--- src/rtl/gen192_sendtime_if.sv ---
// gen192_sendtime_if
// Valid/ready word bus between the 192-bit pattern generator and the
// device it feeds.
//   valid : generator holds a word on data
//   ready : sink accepts the word on this rising edge
//   data  : 192-bit word, sixteen 12-bit fields
// Modports: master (generator side), slave (sink side).
interface gen192_sendtime_if;
    logic         valid;
    logic         ready;
    logic [191:0] data;

    modport master (output valid, output data, input ready);
    modport slave  (input valid, input data, output ready);
endinterface

--- src/rtl/gen192_sendtime.sv ---
// gen192_sendtime
// Transmit-side traffic generator for the 192-bit data path. Each word k
// carries sixteen 12-bit fields, field i = {k, i}, so consecutive fields
// form one continuous counter across words. Optional 36-bit send timestamp
// in the low bits, single-word error injection on bit 96, programmable
// word count and inter-word gap.
// Parameters:
//   START_IDX : word index loaded on reset and on every accepted start
//   NUM_WORDS : words per run, 0 = run until stop
//   GAP       : idle cycles after each accepted word, 0 = back-to-back
// Ports:
//   clk, reset_n : clock, asynchronous active-low reset
//   start        : begin a run (honoured in IDLE/DONE only)
//   stop         : abort request while running
//   sendtime,now : timestamp enable and value, sampled at word load
//   inject       : corrupt bit 96 of the next loaded word
//   bus          : valid/ready/data word bus (master side)
//   sent_cnt     : saturating count of accepted words in the current run
//   done         : run completed or stopped
module gen192_sendtime #(
    parameter logic [7:0]  START_IDX = 8'd0,
    parameter logic [31:0] NUM_WORDS = 32'd0,
    parameter logic [31:0] GAP       = 32'd0
) (
    input  logic                 clk,
    input  logic                 reset_n,
    input  logic                 start,
    input  logic                 stop,
    input  logic                 sendtime,
    input  logic [31:0]          now,
    input  logic                 inject,
    gen192_sendtime_if.master    bus,
    output logic [31:0]          sent_cnt,
    output logic                 done
);

    typedef enum logic [1:0] {
        S_IDLE = 2'd0,
        S_RUN  = 2'd1,
        S_GAP  = 2'd2,
        S_DONE = 2'd3
    } state_t;

    state_t        state_q, state_d;
    logic          valid_q, valid_d;
    logic [191:0]  data_q, data_d;
    logic [31:0]   cnt_q, cnt_d;
    logic          done_q, done_d;
    logic [7:0]    k_q, k_d;
    logic [31:0]   gap_q, gap_d;
    logic          inj_q, inj_d;
    logic          stop_q, stop_d;

    logic          xfer_s;
    logic [31:0]   cnt_inc_s;
    logic          stop_any_s;
    logic          load_s;
    logic [7:0]    load_k_s;

    // Build word k: counter pattern, then optional timestamp overlay, then
    // optional single-bit corruption on field 8 bit 0.
    function automatic logic [191:0] make_word(input logic [7:0]  k,
                                               input logic        ts,
                                               input logic [31:0] t,
                                               input logic        inj);
        logic [191:0] w;
        w = {192{1'b0}};
        for (int i = 0; i < 16; i++) begin
            w[12*i +: 12] = {k, 4'(i)};
        end
        if (ts) begin
            w[35:0] = {4'h0, t};
        end else begin
            w[35:0] = w[35:0];
        end
        if (inj) begin
            w[96] = ~w[96];
        end else begin
            w[96] = w[96];
        end
        return w;
    endfunction

    assign xfer_s    = valid_q & bus.ready;
    assign cnt_inc_s = (cnt_q == 32'hFFFF_FFFF) ? cnt_q : (cnt_q + 32'd1);

    // Next-state and output-register logic for the run/gap/done sequencer.
    always_comb begin
        state_d    = state_q;
        valid_d    = valid_q;
        data_d     = data_q;
        cnt_d      = cnt_q;
        done_d     = done_q;
        k_d        = k_q;
        gap_d      = gap_q;
        // A pulse landing on a load edge still corrupts that word.
        inj_d      = inj_q | inject;
        stop_d     = stop_q;
        stop_any_s = stop | stop_q;
        load_s     = 1'b0;
        load_k_s   = k_q;

        case (state_q)
            S_IDLE, S_DONE: begin
                if (start) begin
                    state_d  = S_RUN;
                    load_s   = 1'b1;
                    load_k_s = START_IDX;
                    k_d      = START_IDX;
                    cnt_d    = 32'd0;
                    done_d   = 1'b0;
                    stop_d   = 1'b0;
                    gap_d    = 32'd0;
                end else begin
                    state_d = state_q;
                end
            end
            S_RUN: begin
                if (xfer_s) begin
                    cnt_d = cnt_inc_s;
                    k_d   = k_q + 8'd1;
                    if (stop_any_s || ((NUM_WORDS != 32'd0) && (cnt_inc_s == NUM_WORDS))) begin
                        state_d = S_DONE;
                        valid_d = 1'b0;
                        done_d  = 1'b1;
                        stop_d  = 1'b0;
                    end else if (GAP != 32'd0) begin
                        state_d = S_GAP;
                        valid_d = 1'b0;
                        gap_d   = 32'd0;
                    end else begin
                        load_s   = 1'b1;
                        load_k_s = k_q + 8'd1;
                    end
                end else begin
                    // A stop seen during a stall is remembered until the
                    // held word is finally accepted.
                    stop_d = stop_any_s;
                end
            end
            S_GAP: begin
                if (stop) begin
                    state_d = S_DONE;
                    done_d  = 1'b1;
                end else if ((gap_q + 32'd1) == GAP) begin
                    state_d  = S_RUN;
                    load_s   = 1'b1;
                    load_k_s = k_q;
                end else begin
                    gap_d = gap_q + 32'd1;
                end
            end
            default: begin
                state_d = S_IDLE;
                valid_d = 1'b0;
            end
        endcase

        if (load_s) begin
            valid_d = 1'b1;
            data_d  = make_word(load_k_s, sendtime, now, inj_d);
            inj_d   = 1'b0;
        end else begin
            data_d = data_d;
        end
    end

    // State and output registers; async reset drops outputs immediately.
    always_ff @(posedge clk or negedge reset_n) begin
        if (!reset_n) begin
            state_q <= S_IDLE;
            valid_q <= 1'b0;
            data_q  <= {192{1'b0}};
            cnt_q   <= 32'd0;
            done_q  <= 1'b0;
            k_q     <= START_IDX;
            gap_q   <= 32'd0;
            inj_q   <= 1'b0;
            stop_q  <= 1'b0;
        end else begin
            state_q <= state_d;
            valid_q <= valid_d;
            data_q  <= data_d;
            cnt_q   <= cnt_d;
            done_q  <= done_d;
            k_q     <= k_d;
            gap_q   <= gap_d;
            inj_q   <= inj_d;
            stop_q  <= stop_d;
        end
    end

    assign bus.valid = valid_q;
    assign bus.data  = data_q;
    assign sent_cnt  = cnt_q;
    assign done      = done_q;

endmodule

--- src/flat_wrapper.sv ---
// flat-port wrapper written by rule: the top's interface ports become plain ports
module gen192_sendtime_flat 
#(
    parameter logic [7:0]  START_IDX = 8'd0,
    parameter logic [31:0] NUM_WORDS = 32'd0,
    parameter logic [31:0] GAP       = 32'd0
)
  (clk, reset_n, start, stop, sendtime, now, inject, sent_cnt, done, bus_valid, bus_data, bus_ready);
  gen192_sendtime_if bus_i ();
  input  logic clk;
  input  logic reset_n;
  input  logic start;
  input  logic stop;
  input  logic sendtime;
  input  logic [31:0] now;
  input  logic inject;
  output logic [31:0] sent_cnt;
  output logic done;
  output wire logic [$bits(bus_i.valid)-1:0] bus_valid;
  output wire logic [$bits(bus_i.data)-1:0] bus_data;
  input wire logic [$bits(bus_i.ready)-1:0] bus_ready;
  assign bus_valid = bus_i.valid;
  assign bus_data = bus_i.data;
  assign bus_i.ready = bus_ready;
  gen192_sendtime #(.START_IDX(START_IDX), .NUM_WORDS(NUM_WORDS), .GAP(GAP)) u_core (.clk(clk), .reset_n(reset_n), .start(start), .stop(stop), .sendtime(sendtime), .now(now), .inject(inject), .bus(bus_i), .sent_cnt(sent_cnt), .done(done));
endmodule
--- config.mk ---
export PLATFORM = sky130hd
export DESIGN_NAME = gen192_sendtime_flat
export DESIGN_NICKNAME = d
export VERILOG_FILES = /design/src/rtl/gen192_sendtime_if.sv /design/src/rtl/gen192_sendtime.sv /design/src/flat_wrapper.sv
export SDC_FILE = /design/constraint.sdc
export NUM_CORES = 1
export LEC_CHECK = 0
export ABC_AREA = 1
export BUFFER_PORTS_ARGS = -buffer_cell sky130_fd_sc_hd__buf_2
export CAP_MARGIN = 20
export CORE_ASPECT_RATIO = 1.5
export CORE_MARGIN = 2
export CORE_UTILIZATION = 53
export CTS_CLUSTER_DIAMETER = 50
export DETAILED_ROUTE_END_ITERATION = 10
export GPL_ROUTABILITY_DRIVEN = 0
export PLACE_DENSITY = 0.94
export SKIP_CTS_REPAIR_TIMING = 1
export SLEW_MARGIN = 20
export SYNTH_ARGS = -nofsm -noshare
export SYNTH_HDL_FRONTEND = slang
export SYNTH_SLANG_ARGS = --single-unit
--- constraint.sdc ---
create_clock -name clk -period 2.8 [get_ports clk]
set_input_delay 0 -clock clk [delete_from_list [all_inputs] [get_ports clk]]
set_output_delay 0 -clock clk [all_outputs]
set_load 0.05 [all_outputs]
==> summary.txt, run 1 <==
Drt
  • Drt total wl: 25500 microns
  • Residual DRC: 0
  • WL per Instance: 16.0 microns
  • Post-route ant nets: 0
  • DRT Pass-1 Iters: 6
  • Initial DRC count: 1045
  • Via count: 8952
  • Vias/cell: 5.61

Power
  • NetSw: 1.06 mW
  • Comb power frac: 0.049
  • Pint: 3.30 mW
  • Sw Share: 0.242
  • Total power: 4.36 mW
  • Pwr Density: 438 nW/um^2
  • Clock network power share: 0.540
  • Peak supply drop: 0.000362 V
  • Sequential Power Share: 0.411
  • Leak Pwr: 5.68 nW

GRT
  • Largest net degree at the start of global routing: 71
  • Initial antenna violation count: 0
  • Gr usage total: 0.280
  • First-pass GRT wire length: 39200 microns
  • Vias in the first global route: 8166
  • Overflow after GRT: 0

Outcome
  • Failing checks: negative hold slack
  • Status: finished with violations

Worst setup path
  • CP Class: flop to flop
  • CP delay by family, top: simple AND/OR/NAND/NOR gates
  • CP Max Fanout: 46
  • Crit-path cells: ha_2 > nand2_1 > nor2_4 > nand2_2 > nor3_1 > xnor2_1 > nand2_1 > nor2_2 > nand4_1 > nand2_1 > nand2_1 > buf_12 > nand2_1 > nand2_1
  • Critical Path Start Type: flop
  • Critical path's slowest cell: dfrtp_2
  • Req. time, crit path: 3.10 ns
  • Reg2Reg Depth: 14
  • Cell mode on critical path: nand2_1
  • Peak per-stage delay on the critical path: 0.40 ns
  • Crit Reg-Reg Endpoint: u_core.bus.data[189]
  • CP endpoint: u_core.bus.data[189]
  • Crit path from: u_core.gap_q[1]
  • WP buf/inv: 1
  • Worst reg2reg setup slack: 0.15 ns
  • R2R Path Start: u_core.gap_q[1]
  • Worst path depth: 14
  • CP Capture Type: flop
  • Crit path DAT: 2.95 ns

Timing
  • Final setup vio count: 0
  • Setup ws final: 0.149 ns
  • Setup TNS: 0 ns
  • Final hold vios: 4
  • Hold slack: -0.0475 ns
  • Skew final: 0.0166 ns
  • Max-slew headroom: 0.541
  • Fmax: 0.377 GHz
  • Period minus WS final: 2.65 ns
  • Tightest Pin Transition: 0.689 ns
  • Max-slew violations: 0
  • Tcrit/Tclk final: 0.947

Die
  • Initial Util: 0.544
  • DIE AREA: 17100 sq um
  • Core area: 15700 sq um
  • Row Count: 56
  • Die height: 159 microns
  • Top Ports: 265
  • Die width: 108 microns

Final layout
  • Commonest non-fill, non-tap cells in the layout: 416 x nand2_1, 242 x buf_2, 123 x dfrtp_1
  • Filler instances: 1283
  • Area grow syn2layout: 16.6%
  • Layout cells sized above 1: 0.232
  • Commonest non-fill, non-tap cell in the layout: nand2_1
  • Fin area: 9940 sq um
  • Final core occ: 0.634
  • Ant diodes: 0
  • NumNets Final: 1426

CTS
  • Clock slew at reported path FFs: 0.06 ns
  • Sink Count: 124
  • CTS max path bufs: 2
  • Clk_lat worst skew: 0.42 ns
  • CTS tree: built
  • CTS H-tree depth: 4
  • CTS root buffer: clkbuf_16
  • Cts bufs inserted: 17

Yosys
  • Synthesized area per cell: 6.93 sq um
  • Dominant synthesized flop cell: dfrtp_1
  • Ys async rst share: 1.00
  • Seq cells post-synth: 124
  • Synth top area share: 0.364
  • Cells after synthesis: 1231
  • Synth Cell Area: 8530 sq um
  • Synth top area cells: dfrtp_1 36%, nand2_1 18%, buf_4 14%
  • Yosys cell types: 38
  • Dominant cell type by area after synthesis: dfrtp_1
  • Warnings from Yosys: 0
  • Register area share after synthesis: 0.364
  • Post-synth EDFFs: 0

Min path
  • Worst min path class: input pin to flop
  • Hold depth: 5

Place
  • Post-DP HPWL: 17100 microns
  • Placed Instance Area: 8990 sq um
  • Pre-CTS setup slack: 0.188 ns
  • Port Buf Inserts: 243

Flow run
  • Max-cap viol count: 0
-- worst min path at each step --
stage	from	endpoint	slack, ns
global placement	reset_n	u_core.sent_cnt[9]	-0.05
detailed placement	reset_n	u_core.sent_cnt[11]	-0.05
global route	now[5]	u_core.bus.data[5]	0.009
finish	now[23]	u_core.bus.data[23]	-0.05
floorplan	reset_n	u_core.bus.data[0]	-0.30
CTS	reset_n	u_core.sent_cnt[11]	-0.48
-- cells in the mapped netlist (2+ instances only) --
cell / count
inv_1: 109
ha_1: 6
buf_6: 3
nor2_2: 4
nand4_1: 48
xor2_1: 7
nor2_4: 5
nand2_1: 416
clkbuf_1: 25
buf_2: 2
o21a_1: 4
a21oi_1: 31
o21ai_1: 2
nand3b_1: 10
o221ai_1: 4
nand3_1: 84
nor3b_1: 3
nor4_1: 2
a31oi_1: 5
o211ai_1: 3
o21ai_0: 42
buf_4: 155
and2_1: 2
nor3_1: 14
nor2_1: 98
or2_2: 3
o31ai_1: 4
inv_2: 2
xnor2_1: 4
dfrtp_1: 124
nand2_2: 3
-- through the flow --
stage               hold slack, ns  cells
finish                     -0.0475   1597
global route               0.00929   1597
CTS                         -0.478   1565
detailed placement         -0.0455   1533
global placement           -0.0463   1533
floorplan                   -0.296   1251
-- power groups by stage --
stage / Clock, mW / Combinational, mW / Sequential (mW)
floorplan: 0 / 0.117 / 1.83
global placement: 0 / 0.171 / 1.82
detailed placement: 0 / 0.173 / 1.82
CTS: 2.36 / 0.174 / 1.79
global route: 2.44 / 0.233 / 1.79
finish: 2.35 / 0.214 / 1.79
-- layout make-up --
type	instances	area, sq um	share of cell area
Clock buffer	18	439	0.0442
Clock inverter	14	183	0.0184
Inverter	112	420	0.0423
Multi-Input combinational cell	830	3800	0.382
Sequential cell	124	3100	0.312
Tap cell	203	254	0.0255
Timing Repair Buffer	296	1740	0.175
-- kinds of logic (layout without fill, tap and decap cells) --
family,count (synthesis),in the layout,share of synthesized area
AO/OA/AOI/OAI,99,99,0.0656
AND/OR/NAND/NOR,693,693,0.348
adder cells (fa/ha/maj),6,6,0.00880
flip-flops,124,124,0.364
buffers and inverters,297,440,0.202
other,1,21,0.000440
XOR/XNOR,11,11,0.0113
-- sequential cells by signal (all words and copies together), names as in the netlist --
signal,flops
u_core.state_q,2
u_core.sent_cnt,32
u_core.gap_q,32
u_core.inj_q,1
u_core.bus.data,46
u_core.done,1
u_core.k_q,8
u_core.stop_q,1
u_core.bus.valid,1
-- worst register-to-register path, delay by kind of cell (launching register included) --
family	cells	cell delay, ns
adder cells (fa/ha/maj)	1	0.22
AND/OR/NAND/NOR	11	1.50
XOR/XNOR	1	0.22
flip-flops	1	0.40
buffers and inverters	1	0.19
-- layer usage --
metal | vias up | GRT usage | wire, microns
met5 | - | 0 | 0
met4 | 0 | 0.152 | 1620
met3 | 161 | 0.0450 | 2000
met2 | 618 | 0.492 | 13000
met1 | 4117 | 0.318 | 8960
li1 | 4056 | - | -
No activity file was read; power rests on OpenSTA's default activity.
==> run 2, diff against run 1 <==
--- a/config.mk
+++ b/config.mk
@@ -15,6 +15,7 @@
 export DETAILED_ROUTE_END_ITERATION = 10
 export GPL_ROUTABILITY_DRIVEN = 0
 export PLACE_DENSITY = 0.94
+export RECOVER_POWER = 50
 export SKIP_CTS_REPAIR_TIMING = 1
 export SLEW_MARGIN = 20
 export SYNTH_ARGS = -nofsm -noshare
==> run 2 against run 1 <==
  * The run ends with negative hold slack, max-capacitance violations, max-slew violations left
  * Sequential power barely moved
  * Core utilization fell by 0.85 points
  * Sequential cell count did not move
  * Combinational power barely moved
  * Via count fell by 0.19%
  * Total power barely moved
  * Die area did not move
  * Critical path type unchanged
  * Critical endpoint unchanged
==> summary.txt, run 2 (synthesized netlist as in run 1, its figures left out) <==
Worst setup path
  • Req. time, crit path: 3.09 ns
  • CP Class: flop to flop
  • Cell mode on critical path: nand2_1
  • Reg2Reg Depth: 14
  • CP Max Fanout: 46
  • Worst reg2reg setup slack: 0.15 ns
  • Crit-path cells: ha_2 > nand2_1 > nor2_4 > nand2_2 > nor3_1 > xnor2_1 > nand2_1 > nor2_2 > nand4_1 > nand2_1 > nand2_1 > buf_12 > nand2_1 > nand2_1
  • Critical path's slowest cell: dfrtp_2
  • Critical Path Start Type: flop
  • CP Capture Type: flop
  • Peak per-stage delay on the critical path: 0.40 ns
  • Crit path from: u_core.gap_q[1]
  • Crit Reg-Reg Endpoint: u_core.bus.data[189]
  • Crit path DAT: 2.94 ns
  • R2R Path Start: u_core.gap_q[1]

CTS
  • Sink Count: 124
  • Clock slew at reported path FFs: 0.06 ns
  • CTS tree: built
  • CTS root buffer: clkbuf_16
  • CTS H-tree depth: 4
  • CTS max path bufs: 2
  • Clk_lat worst skew: 0.42 ns
  • Cts bufs inserted: 17

Min path
  • HP Start: now[23]
  • Hold depth: 5
  • Worst min path class: input pin to flop
  • Hold endpoint: u_core.bus.data[23]

Timing
  • Period minus WS final: 2.65 ns
  • Hold slack: -0.0427 ns
  • Final hold vios: 4
  • Skew final: 0.0133 ns
  • Tightest Pin Transition: 1.81 ns
  • Fmax: 0.377 GHz
  • Tcrit/Tclk final: 0.948
  • Max-slew violations: 29
  • Final setup vio count: 0
  • Max-slew headroom: -0.206

Final layout
  • Commonest non-fill, non-tap cell in the layout: nand2_1
  • Final Non-Filler Cells: 1597
  • FF+latch area: 3100 sq um
  • Final core occ: 0.625
  • Filler instances: 1353
  • Max reg flops: 46
  • NumNets Final: 1426
  • Area grow syn2layout: 15.0%
  • Layout cells sized above 1: 0.158
  • Commonest non-fill, non-tap cells in the layout: 416 x nand2_1, 140 x buf_2, 123 x dfrtp_1
  • Ant diodes: 0
  • Multi-input gate area: 3800 sq um

Outcome
  • Status: finished with violations
  • Failing checks: negative hold slack, max-capacitance violations, max-slew violations

GRT
  • Initial antenna violation count: 0
  • Vias in the first global route: 8166
  • Overflow after GRT: 0
  • Largest net degree at the start of global routing: 71
  • First-pass GRT wire length: 39200 microns
  • Gr usage total: 0.280

Die
  • Row Count: 56
  • Top Ports: 265
  • Die height: 159 microns
  • Initial Util: 0.544
  • DIE AREA: 17100 sq um
  • Die width: 108 microns
  • Core area: 15700 sq um

Power
  • Total power: 4.35 mW
  • Pwr Density: 444 nW/um^2
  • Leak Pwr: 5.27 nW
  • Peak supply drop: 0.000358 V

Place
  • Inst Count DP: 1533
  • Port Buf Inserts: 243
  • Post-DP HPWL: 17100 microns

Drt
  • DRT Pass-1 Iters: 6
  • Vias/cell: 5.59
  • Initial DRC count: 997
  • WL per Instance: 16.0 microns
  • Drt total wl: 25500 microns
  • Residual DRC: 0
  • Via count: 8935
  • Post-route ant nets: 0

Flow run
  • Max-cap viol count: 1
run 2: cell count changes in the layout (fill, tap and decap cells not counted):
cell      delta
buf_2      -102
clkbuf_2     +1
clkbuf_1   +103
buf_4        -2
run 2: layer usage:
metal  routed length [microns]  vias to the layer above  track usage
met5                         0                        -            0
met4                      1670                        0        0.152
met3                      1960                      160       0.0450
met2                     12900                      638        0.492
met1                      9000                     4087        0.318
li1                          -                     4050            -
run 2: final cells by class:
type | count | area share
tap | 203 | 0.0259
timing repair buffer | 296 | 0.164
sequential | 124 | 0.316
inverter | 112 | 0.0429
clock inverter | 14 | 0.0186
multi-input combinational | 830 | 0.387
clock buffer | 18 | 0.0448
run 2: power by group:
group / switching, mW / internal [mW]
Sequential: 0.0000000000000000426 / 1.79
Clock: 0.905 / 1.45
Combinational: 0.150 / 0.0619
run 2: worst max path at each step:
stage,to,cells past startpoint,slack (ns)
floorplan,u_core.sent_cnt[24],10,0.46
global placement,u_core.bus.data[189],14,0.26
detailed placement,u_core.bus.data[14],14,0.19
CTS,u_core.bus.data[14],14,0.17
global route,u_core.bus.data[189],16,-0.05
finish,u_core.bus.data[189],14,0.15
run 2: stage by stage:
step | setup TNS, ns | area (sq um) | setup slack, ns
2_1_floorplan | 0 | 8610 | 0.465
3_3_place_gp | 0 | 8990 | 0.263
3_5_place_dp | 0 | 8990 | 0.188
4_1_cts | 0 | 9610 | 0.174
5_1_grt | -0.0844 | 9810 | -0.0501
6_report | 0 | 9810 | 0.145
run 2: worst max-delay path, delay by kind of cell, from the launching register on:
kind | cells | cell delay, ns
AND/OR/NAND/NOR | 11 | 1.48
XOR/XNOR | 1 | 0.21
buffers and inverters | 1 | 0.19
flip-flops | 1 | 0.40
adder cells (fa/ha/maj) | 1 | 0.22
